**config.mk**
```make
export PLATFORM = sky130hd
export DESIGN_NAME = macc_drain_flat
export DESIGN_NICKNAME = d
export VERILOG_FILES = /design/src/rtl/macc_pkg.sv /design/src/rtl/macc_drain_if.sv /design/src/rtl/macc_drain_quant.sv /design/src/rtl/macc_drain.sv /design/src/flat_wrapper.sv
export SDC_FILE = /design/constraint.sdc
export NUM_CORES = 2
export LEC_CHECK = 0
export CORE_UTILIZATION = 35
export DETAILED_ROUTE_END_ITERATION = 7
export PLACE_DENSITY = 0.53
export SLEW_MARGIN = 25
export SYNTH_ARGS = -nofsm -noshare
export SYNTH_HDL_FRONTEND = slang
export SYNTH_SLANG_ARGS = --single-unit
```
**constraint.sdc**
```tcl
create_clock -name clk -period 16.3 [get_ports clk]
set_input_delay 3.26 -clock clk [delete_from_list [all_inputs] [get_ports clk]]
set_output_delay 3.26 -clock clk [all_outputs]
set_load 0.02 [all_outputs]
```
**src/rtl/macc_pkg.sv**
```systemverilog
// Shared definitions for the MACC drain path: FSM states, default widths and a signed clamp.
package macc_pkg;

  typedef enum logic [1:0] {
    StIdle,
    StAccum,
    StDrain
  } state_e;

  localparam int INTER_BITWIDTH_DEF   = 65;
  localparam int ACC_BITWIDTH_DEF     = 66;
  localparam int ACT_OUT_BITWIDTH_DEF = 16;
  localparam int DEPTH_DEF            = 16;
  localparam int PASS_W_DEF           = 8;
  localparam int SHIFT_W_DEF          = 7;

  // Working width for the clamp helper; callers sign-extend into it and cast the result back.
  localparam int SAT_W = 128;

  // Clamp x to the signed range of a w-bit value.
  function automatic logic signed [SAT_W-1:0] sat_signed(input logic signed [SAT_W-1:0] x,
                                                         input int unsigned w);
    logic signed [SAT_W-1:0] one;
    logic signed [SAT_W-1:0] hi;
    logic signed [SAT_W-1:0] lo;
    one = {{(SAT_W-1){1'b0}}, 1'b1};
    hi  = (one <<< (w - 1)) - one;
    lo  = ~hi;
    if (x > hi) begin
      return hi;
    end else if (x < lo) begin
      return lo;
    end
    return x;
  endfunction

endpackage

```
**src/rtl/macc_drain_if.sv**
```systemverilog
// Partial-sum input stream and quantized output stream of the MACC drain.
interface macc_drain_if #(
  parameter int INTER_BITWIDTH   = 65,
  parameter int ACT_OUT_BITWIDTH = 16
);
  logic                        psum_valid;
  logic                        psum_ready;
  logic [INTER_BITWIDTH-1:0]   psum_data;
  logic                        out_valid;
  logic                        out_ready;
  logic [ACT_OUT_BITWIDTH-1:0] out_data;

  // Environment side: produces psums, consumes outputs.
  modport master (
    output psum_valid, psum_data, out_ready,
    input  psum_ready, out_valid, out_data
  );

  // Drain side.
  modport slave (
    input  psum_valid, psum_data, out_ready,
    output psum_ready, out_valid, out_data
  );
endinterface

```
**src/rtl/macc_drain_quant.sv**
```systemverilog
// Requantizer: arithmetic shift, optional ReLU (MACC_DRAIN_RELU_EN), saturate to output width.
module macc_drain_quant
  import macc_pkg::*;
#(
  parameter int ACC_BITWIDTH     = ACC_BITWIDTH_DEF,
  parameter int ACT_OUT_BITWIDTH = ACT_OUT_BITWIDTH_DEF,
  parameter int SHIFT_W          = SHIFT_W_DEF
) (
  input  logic signed [ACC_BITWIDTH-1:0]     acc_i,
  input  logic        [SHIFT_W-1:0]          shift_i,
  output logic signed [ACT_OUT_BITWIDTH-1:0] q_o
);

  logic signed [ACC_BITWIDTH-1:0] shifted;
  logic signed [SAT_W-1:0]        wide;

  always_comb begin
    // Oversized shifts collapse to pure sign fill.
    if (int'(shift_i) >= ACC_BITWIDTH) begin
      shifted = {ACC_BITWIDTH{acc_i[ACC_BITWIDTH-1]}};
    end else begin
      shifted = acc_i >>> shift_i;
    end
`ifdef MACC_DRAIN_RELU_EN
    if (shifted[ACC_BITWIDTH-1]) begin
      shifted = '0;
    end
`endif
    wide = {{(SAT_W-ACC_BITWIDTH){shifted[ACC_BITWIDTH-1]}}, shifted};
    q_o  = ACT_OUT_BITWIDTH'(sat_signed(wide, ACT_OUT_BITWIDTH));
  end

endmodule

```
**src/rtl/macc_drain.sv**
```systemverilog
// Accumulates PE-column partial sums over K-passes, then requantizes and streams the tile out.
// Build option MACC_DRAIN_RELU_EN enables ReLU inside macc_drain_quant.
module macc_drain
  import macc_pkg::*;
#(
  parameter int INTER_BITWIDTH   = INTER_BITWIDTH_DEF,
  parameter int ACC_BITWIDTH     = ACC_BITWIDTH_DEF,
  parameter int ACT_OUT_BITWIDTH = ACT_OUT_BITWIDTH_DEF,
  parameter int DEPTH            = DEPTH_DEF,
  parameter int ADDR_W           = $clog2(DEPTH),
  parameter int PASS_W           = PASS_W_DEF,
  parameter int SHIFT_W          = SHIFT_W_DEF
) (
  input  logic               clk,
  input  logic               reset,
  input  logic               start,
  input  logic [ADDR_W:0]    cfg_num_pos,
  input  logic [PASS_W-1:0]  cfg_num_pass,
  input  logic [SHIFT_W-1:0] cfg_shift,
  macc_drain_if.slave        bus,
  output logic               busy,
  output logic               done
);

  localparam logic [ADDR_W:0]   PosOne  = (ADDR_W+1)'(1);
  localparam logic [ADDR_W:0]   PosMax  = (ADDR_W+1)'(DEPTH);
  localparam logic [PASS_W-1:0] PassOne = PASS_W'(1);

  state_e                        state_q, state_d;
  logic [ADDR_W-1:0]             pos_q, pos_d;
  logic [PASS_W-1:0]             pass_q, pass_d;
  logic [ADDR_W:0]               rd_q, rd_d;
  logic [ADDR_W:0]               num_pos_q, num_pos_d;
  logic [PASS_W-1:0]             num_pass_q, num_pass_d;
  logic [SHIFT_W-1:0]            shift_q, shift_d;
  logic                          out_valid_q, out_valid_d;
  logic [ACT_OUT_BITWIDTH-1:0]   out_data_q, out_data_d;
  logic                          done_q, done_d;

  logic signed [ACC_BITWIDTH-1:0] acc_mem_q [DEPTH];
  logic                           mem_we;
  logic signed [ACC_BITWIDTH-1:0] mem_wdata;

  logic signed [ACC_BITWIDTH-1:0]     psum_ext;
  logic signed [ACC_BITWIDTH-1:0]     acc_rd;
  logic signed [ACC_BITWIDTH:0]       acc_sum;
  logic signed [SAT_W-1:0]            acc_wide;
  logic signed [ACC_BITWIDTH-1:0]     acc_sat;
  logic signed [ACC_BITWIDTH-1:0]     drain_rd;
  logic signed [ACT_OUT_BITWIDTH-1:0] quant_out;
  logic                               last_pos;
  logic                               last_pass;

  // Accumulate path: one extra bit of headroom, then clamp back to buffer width.
  assign psum_ext = {{(ACC_BITWIDTH-INTER_BITWIDTH){bus.psum_data[INTER_BITWIDTH-1]}},
                     bus.psum_data};
  assign acc_rd   = acc_mem_q[pos_q];
  assign acc_sum  = {acc_rd[ACC_BITWIDTH-1], acc_rd} + {psum_ext[ACC_BITWIDTH-1], psum_ext};
  assign acc_wide = {{(SAT_W-ACC_BITWIDTH-1){acc_sum[ACC_BITWIDTH]}}, acc_sum};
  assign acc_sat  = ACC_BITWIDTH'(sat_signed(acc_wide, ACC_BITWIDTH));
  assign drain_rd = acc_mem_q[rd_q[ADDR_W-1:0]];

  assign last_pos  = ({1'b0, pos_q} == (num_pos_q - PosOne));
  assign last_pass = (pass_q == (num_pass_q - PassOne));

  macc_drain_quant #(
    .ACC_BITWIDTH     (ACC_BITWIDTH),
    .ACT_OUT_BITWIDTH (ACT_OUT_BITWIDTH),
    .SHIFT_W          (SHIFT_W)
  ) u_quant (
    .acc_i   (drain_rd),
    .shift_i (shift_q),
    .q_o     (quant_out)
  );

  always_comb begin
    state_d     = state_q;
    pos_d       = pos_q;
    pass_d      = pass_q;
    rd_d        = rd_q;
    num_pos_d   = num_pos_q;
    num_pass_d  = num_pass_q;
    shift_d     = shift_q;
    out_valid_d = out_valid_q;
    out_data_d  = out_data_q;
    done_d      = 1'b0;
    mem_we      = 1'b0;
    mem_wdata   = (pass_q == '0) ? psum_ext : acc_sat;

    unique case (state_q)
      StIdle: begin
        if (start) begin
          state_d = StAccum;
          pos_d   = '0;
          pass_d  = '0;
          rd_d    = '0;
          shift_d = cfg_shift;
          if (cfg_num_pos == '0) begin
            num_pos_d = PosOne;
          end else if (cfg_num_pos > PosMax) begin
            num_pos_d = PosMax;
          end else begin
            num_pos_d = cfg_num_pos;
          end
          num_pass_d = (cfg_num_pass == '0) ? PassOne : cfg_num_pass;
        end
      end
      StAccum: begin
        if (bus.psum_valid) begin
          mem_we = 1'b1;
          if (last_pos) begin
            pos_d  = '0;
            pass_d = pass_q + 1'b1;
            if (last_pass) begin
              state_d = StDrain;
              rd_d    = '0;
            end
          end else begin
            pos_d = pos_q + 1'b1;
          end
        end
      end
      StDrain: begin
        if (out_valid_q && bus.out_ready) begin
          out_valid_d = 1'b0;
        end
        // Output register refills whenever it is empty or being consumed.
        if ((rd_q < num_pos_q) && (!out_valid_q || bus.out_ready)) begin
          out_valid_d = 1'b1;
          out_data_d  = quant_out;
          rd_d        = rd_q + PosOne;
        end else if (out_valid_q && bus.out_ready && (rd_q == num_pos_q)) begin
          state_d = StIdle;
          done_d  = 1'b1;
        end
      end
      default: state_d = StIdle;
    endcase
  end

  always_ff @(posedge clk) begin
    if (reset) begin
      state_q     <= StIdle;
      pos_q       <= '0;
      pass_q      <= '0;
      rd_q        <= '0;
      num_pos_q   <= PosOne;
      num_pass_q  <= PassOne;
      shift_q     <= '0;
      out_valid_q <= 1'b0;
      out_data_q  <= '0;
      done_q      <= 1'b0;
    end else begin
      state_q     <= state_d;
      pos_q       <= pos_d;
      pass_q      <= pass_d;
      rd_q        <= rd_d;
      num_pos_q   <= num_pos_d;
      num_pass_q  <= num_pass_d;
      shift_q     <= shift_d;
      out_valid_q <= out_valid_d;
      out_data_q  <= out_data_d;
      done_q      <= done_d;
    end
  end

  // Buffer is left unreset; pass 0 always overwrites before any read-modify-write.
  always_ff @(posedge clk) begin
    if (mem_we) begin
      acc_mem_q[pos_q] <= mem_wdata;
    end
  end

  assign bus.psum_ready = (state_q == StAccum);
  assign bus.out_valid  = out_valid_q;
  assign bus.out_data   = out_data_q;
  assign busy           = (state_q != StIdle);
  assign done           = done_q;

endmodule

```
**src/flat_wrapper.sv**
```systemverilog
// flat-port wrapper written by rule: the top's interface ports become plain ports
module macc_drain_flat import macc_pkg::*;
#(
  parameter int INTER_BITWIDTH   = INTER_BITWIDTH_DEF,
  parameter int ACC_BITWIDTH     = ACC_BITWIDTH_DEF,
  parameter int ACT_OUT_BITWIDTH = ACT_OUT_BITWIDTH_DEF,
  parameter int DEPTH            = DEPTH_DEF,
  parameter int ADDR_W           = $clog2(DEPTH),
  parameter int PASS_W           = PASS_W_DEF,
  parameter int SHIFT_W          = SHIFT_W_DEF
)
  (clk, reset, start, cfg_num_pos, cfg_num_pass, cfg_shift, busy, done, bus_psum_valid, bus_psum_data, bus_out_ready, bus_psum_ready, bus_out_valid, bus_out_data);
  macc_drain_if #(.INTER_BITWIDTH(INTER_BITWIDTH), .ACT_OUT_BITWIDTH(ACT_OUT_BITWIDTH)) bus_i ();
  input  logic clk;
  input  logic reset;
  input  logic start;
  input  logic [ADDR_W:0] cfg_num_pos;
  input  logic [PASS_W-1:0] cfg_num_pass;
  input  logic [SHIFT_W-1:0] cfg_shift;
  output logic busy;
  output logic done;
  input wire logic [$bits(bus_i.psum_valid)-1:0] bus_psum_valid;
  input wire logic [$bits(bus_i.psum_data)-1:0] bus_psum_data;
  input wire logic [$bits(bus_i.out_ready)-1:0] bus_out_ready;
  output wire logic [$bits(bus_i.psum_ready)-1:0] bus_psum_ready;
  output wire logic [$bits(bus_i.out_valid)-1:0] bus_out_valid;
  output wire logic [$bits(bus_i.out_data)-1:0] bus_out_data;
  assign bus_i.psum_valid = bus_psum_valid;
  assign bus_i.psum_data = bus_psum_data;
  assign bus_i.out_ready = bus_out_ready;
  assign bus_psum_ready = bus_i.psum_ready;
  assign bus_out_valid = bus_i.out_valid;
  assign bus_out_data = bus_i.out_data;
  macc_drain #(.INTER_BITWIDTH(INTER_BITWIDTH), .ACC_BITWIDTH(ACC_BITWIDTH), .ACT_OUT_BITWIDTH(ACT_OUT_BITWIDTH), .DEPTH(DEPTH), .ADDR_W(ADDR_W), .PASS_W(PASS_W), .SHIFT_W(SHIFT_W)) u_core (.clk(clk), .reset(reset), .start(start), .cfg_num_pos(cfg_num_pos), .cfg_num_pass(cfg_num_pass), .cfg_shift(cfg_shift), .bus(bus_i), .busy(busy), .done(done));
endmodule
```
==> results.md <==
Worst setup path:
- The maximum fanout count along the critical path is 33.
- At the worst endpoint, the required time is 16620 ps.
- The critical path is of the in -> reg type.
- The end of the worst register-to-register path is u_core.acc_mem_q[14][37].
- Across all register-to-register paths, the minimum setup slack is 6540 ps.
- STA classifies the critical path startpoint as an input pin.
- The start point of the critical path is bus_psum_data[3].
- Counting cells, the worst reg-to-reg path comes to 20.
- Data arrives at the worst endpoint at 10310 ps.
- The type of element capturing the critical path is a flop.

Floorplan:
- During I/O placement, the number of pins put on the boundary was 110.
- The initialized floorplan defines 154 standard-cell rows.
- The die is 425 um tall.
- The floorplan die area is 180000 sq um.
- The die width is 425 um.
- The core area is 177000 sq um.
- The initial cell density of the core is 0.354.

STA:
- The worst hold slack after final layout is 486 ps.
- The number of failing hold endpoints at the final stage came to 0.
- Setup repair after global routing left no endpoint under its margin.
- In the finished design, the share of the clock period the worst path needs comes to 0.613.
- The transition time at the pin with the least slew margin is 1190 ps.
- The minimum clock period after layout is 9990 ps.
- Summed over all failing endpoints, the final setup total negative slack is 0 ps.
- The upper clock frequency limit is 100 MHz.
- The final setup violation count is 0.
- Between clock sinks in the finished design, the worst skew comes to 54.2 ps.
- The worst relative slew slack is 0.208.
- The number of max-slew violations in the final report is 0.

Synth:
- By area the synthesized netlist is led by sky130_fd_sc_hd__edfxtp_1, sky130_fd_sc_hd__mux4_2, sky130_fd_sc_hd__mux2i_1, sky130_fd_sc_hd__nand2_1, sky130_fd_sc_hd__a21oi_1.
- The share of synthesized area occupied by flip-flops and latches is 0.528.
- The fraction of registers with async set/reset is 0.
- The count of synthesis-stage warnings from yosys is 0.
- The number of flops mapped to enable cells by yosys is 1056.
- The leading register cell type out of synthesis is sky130_fd_sc_hd__edfxtp_1.
- The share of synthesized area in the top cell type comes to 0.507.
- sky130_fd_sc_hd__edfxtp_1 is the most common cell in the netlist.
- The total nets after synthesis is 4697.
- The library cell occupying the most area in the post-synthesis netlist is sky130_fd_sc_hd__edfxtp_1.
- Yosys mapped the design onto 97 distinct sky130hd cell types.
- The post-synthesis instance area is 62500 sq um.
- The post-synthesis average cell area is 13.8 sq um.
- After synthesis the netlist holds a flip-flop and latch count of 1121.
- Sorting the synthesized cells by how often they occur yields sky130_fd_sc_hd__edfxtp_1, sky130_fd_sc_hd__mux4_2, sky130_fd_sc_hd__nand2_1.
- The synthesized netlist cell count is 4526.

Global routing:
- The maximum number of pins on one net before global-route repair is 86.
- The total overflow left after global routing is 0.
- The via count of the first global-routing pass was 43700.
- The first global-routing pass estimated 327 mm of wire.
- The overall routing resource usage is 0.252.
- The number of antenna violations at the first check in global routing is 5.

Min path:
- The worst hold path depth is 2.
- The min-delay analysis places its worst path in the category reg -> reg.
- The endpoint of the worst hold-timing path is u_core.num_pass_q[7].
- The worst hold path begins at u_core.num_pass_q[7].

CTS:
- The number of buffers created by CTS is 118.
- The root buffer cell chosen for the clock tree is sky130_fd_sc_hd__clkbuf_16.
- Buffers added to address setup during post-CTS repair amount to 0.
- The longest clock path from root to sink contains 3 buffers.
- The source-to-sink clock delay at the later pin of the worst-skew pair is 790 ps.
- The CTS tree is built.
- The post-cts hold buffer count is 0.
- The number of levels in the clock H-tree is 3.
- The post-CTS clock slew at the launch and capture registers of the worst setup and hold paths is 60 ps.
- CTS saw 1121 sinks.
- The number of gates resized after CTS is 0.

Route:
- In this run the remaining antenna-violating nets after routing total 0.
- Detailed routing inserted a total of 44900 vias.
- For this block, the initial DRC count from the detailed router was 6666.
- The detailed-route vias per instance is 6.40.
- The final layout contains routed wiring with a total length of 232 mm.
- The residual DRC count is 26.
- The first-pass detailed-route iteration total is 8.
- The routed length per instance is 33.1 um.

Power:
- Of the total power, the clock network draws 0.341.
- Across the VDD grid, the largest voltage drop is 0.0965 mV.
- Summed over all cells, the static leakage comes to 21.5 nW.
- The analysis attributes to net switching a power of 0.00246 W.
- The cell-internal power is 0.00554 W.
- Of the total power, the share spent switching nets is 0.308.
- Power comes to 0.00800 W.
- Of the total power, registers draw 0.422.
- For this design the ratio of total power to cell area is 114 nW/um^2.
- The proportion of power drawn by combinational gates is 0.237.

Status:
- The checks that failed: design-rule violations.
- The run finished, with violations left.

Cells and area:
- Fill cells in the final layout number 16400.
- Compared with the post-synthesis result, the final layout area differs by 12.3%.
- At the end of the flow, the number of nets in the layout was 4729.
- The fraction of layout cells with a size suffix above 1 is 0.205.

Place:
- The port buffer count is 109.
- The HPWL after detailed placement is 150 mm.
- The last weighted congestion value of the routability-driven placer is 1.02.

Job:
- Across the run, the number of max-cap violations was 0.
[registers in the layout (all words and copies together) (netlist names), named ones only]
register / cells
u_core.acc_mem_q: 1056
u_core.bus.out_data: 16
u_core.bus.out_valid: 1
u_core.done: 1
u_core.num_pass_q: 8
u_core.num_pos_q: 5
u_core.pass_q: 8
u_core.pos_q: 4
u_core.rd_q: 5
u_core.shift_q: 7
u_core.state_q: 2
[cells in the final DEF, fill, tap and decap left out, drive strengths merged, types with 19 or more instances in the layout]
cell	synthesis	layout
buf	154	117
dfxtp	65	65
ha	80	80
inv	53	58
xor2	39	39
nand3	157	157
clkdlybuf4s50	0	108
a221oi	27	27
a31oi	35	35
a21o	46	46
clkbuf	161	151
a32oi	19	19
nand4	45	45
nor3	49	49
o22ai	28	28
nor4	19	19
edfxtp	1056	1056
a21oi	274	274
o21ai	107	107
a211oi	38	38
mux2i	325	325
nor2b	25	25
nand2	375	375
clkinv	0	56
o211ai	37	37
nor2	327	327
mux2	27	27
a22oi	163	163
mux4	481	481
xnor2	51	51
[power groups by stage]
stage	logic, W	registers (W)	clock network (W)
after global placement	0.00181	0.00345	0
after floorplan	0.00119	0.00343	0
after detailed placement	0.00180	0.00345	0
after CTS	0.00181	0.00339	0.00277
after global routing	0.00200	0.00338	0.00287
final	0.00189	0.00338	0.00273
[per-layer routing]
layer	routed length [um]	part of all wire	global-route usage	vias up
met5	22	0.000095	0	-
met4	10400	0.045	0.106	4
met3	22100	0.095	0.0465	531
met2	103000	0.44	0.386	2646
met1	96200	0.42	0.352	23200
li1	-	-	-	18400
[metrics by stage]
| step | setup slack [ps] | utilization | instances | cell area [sq um] |
|---|---|---|---|---|
| after floorplan | 7700 | - | 4526 | 62500 |
| after global placement | 6030 | 0.373 | 6772 | 66000 |
| after detailed placement | 5980 | 0.374 | 6773 | 66000 |
| after CTS | 6520 | 0.396 | 6999 | 70000 |
| after global routing | 6200 | 0.397 | 7005 | 70200 |
| final | 6310 | 0.397 | 7010 | 70200 |
[worst max-delay path by stage]
| stage | end | slack (ps) | depth (start not counted) |
|---|---|---|---|
| after floorplan | u_core.acc_mem_q[0][0] | 7700 | 3 |
| after global placement | u_core.acc_mem_q[0][41] | 6030 | 17 |
| after detailed placement | u_core.acc_mem_q[4][26] | 5980 | 17 |
| after CTS | u_core.acc_mem_q[7][47] | 6520 | 19 |
| after global routing | u_core.acc_mem_q[14][37] | 6200 | 17 |
| final | u_core.acc_mem_q[14][37] | 6310 | 17 |
[critical path, stage by stage]
cell                              delay, ps
sky130_fd_sc_hd__clkdlybuf4s50_1        440
sky130_fd_sc_hd__ha_1                   360
sky130_fd_sc_hd__o21ai_0                130
sky130_fd_sc_hd__nor3_1                 530
sky130_fd_sc_hd__o21ai_0                460
sky130_fd_sc_hd__a21oi_1                470
sky130_fd_sc_hd__o2111ai_1              490
sky130_fd_sc_hd__a211oi_1               700
sky130_fd_sc_hd__o21ai_0                190
sky130_fd_sc_hd__a211oi_1               400
sky130_fd_sc_hd__nor4_1                  90
sky130_fd_sc_hd__or3b_2                 500
sky130_fd_sc_hd__a21boi_0               190
sky130_fd_sc_hd__nor2_4                 120
sky130_fd_sc_hd__buf_4                  630
sky130_fd_sc_hd__buf_4                  760
sky130_fd_sc_hd__a21oi_1                560
[area by class of cell]
| class | instances | area (sq um) | area share |
|---|---|---|---|
| Clock buffer | 149 | 3140 | 0.0447 |
| Clock inverter | 77 | 788 | 0.0112 |
| Sequential cell | 1121 | 33100 | 0.471 |
| Tap cell | 2340 | 2930 | 0.0417 |
| Inverter | 53 | 199 | 0.00283 |
| Timing Repair Buffer | 227 | 2070 | 0.0295 |
| Antenna cell | 6 | 15.0 | 0.000214 |
| Multi-Input combinational cell | 3037 | 28000 | 0.399 |
[cells by family (layout without fill, tap and decap cells)]
kind of cell	after synthesis	in the layout	synth area share
DFF	1121	1121	0.528
and+or+nand+nor	1085	1085	0.0787
AOI/OAI and AO/OA	948	948	0.104
muxes	833	833	0.230
buffers and inverters	368	506	0.0295
xor gates and xnor gates	90	90	0.0126
adders and majority gates	81	81	0.0163
other	0	6	0
Power figures use the tool's default switching activity.
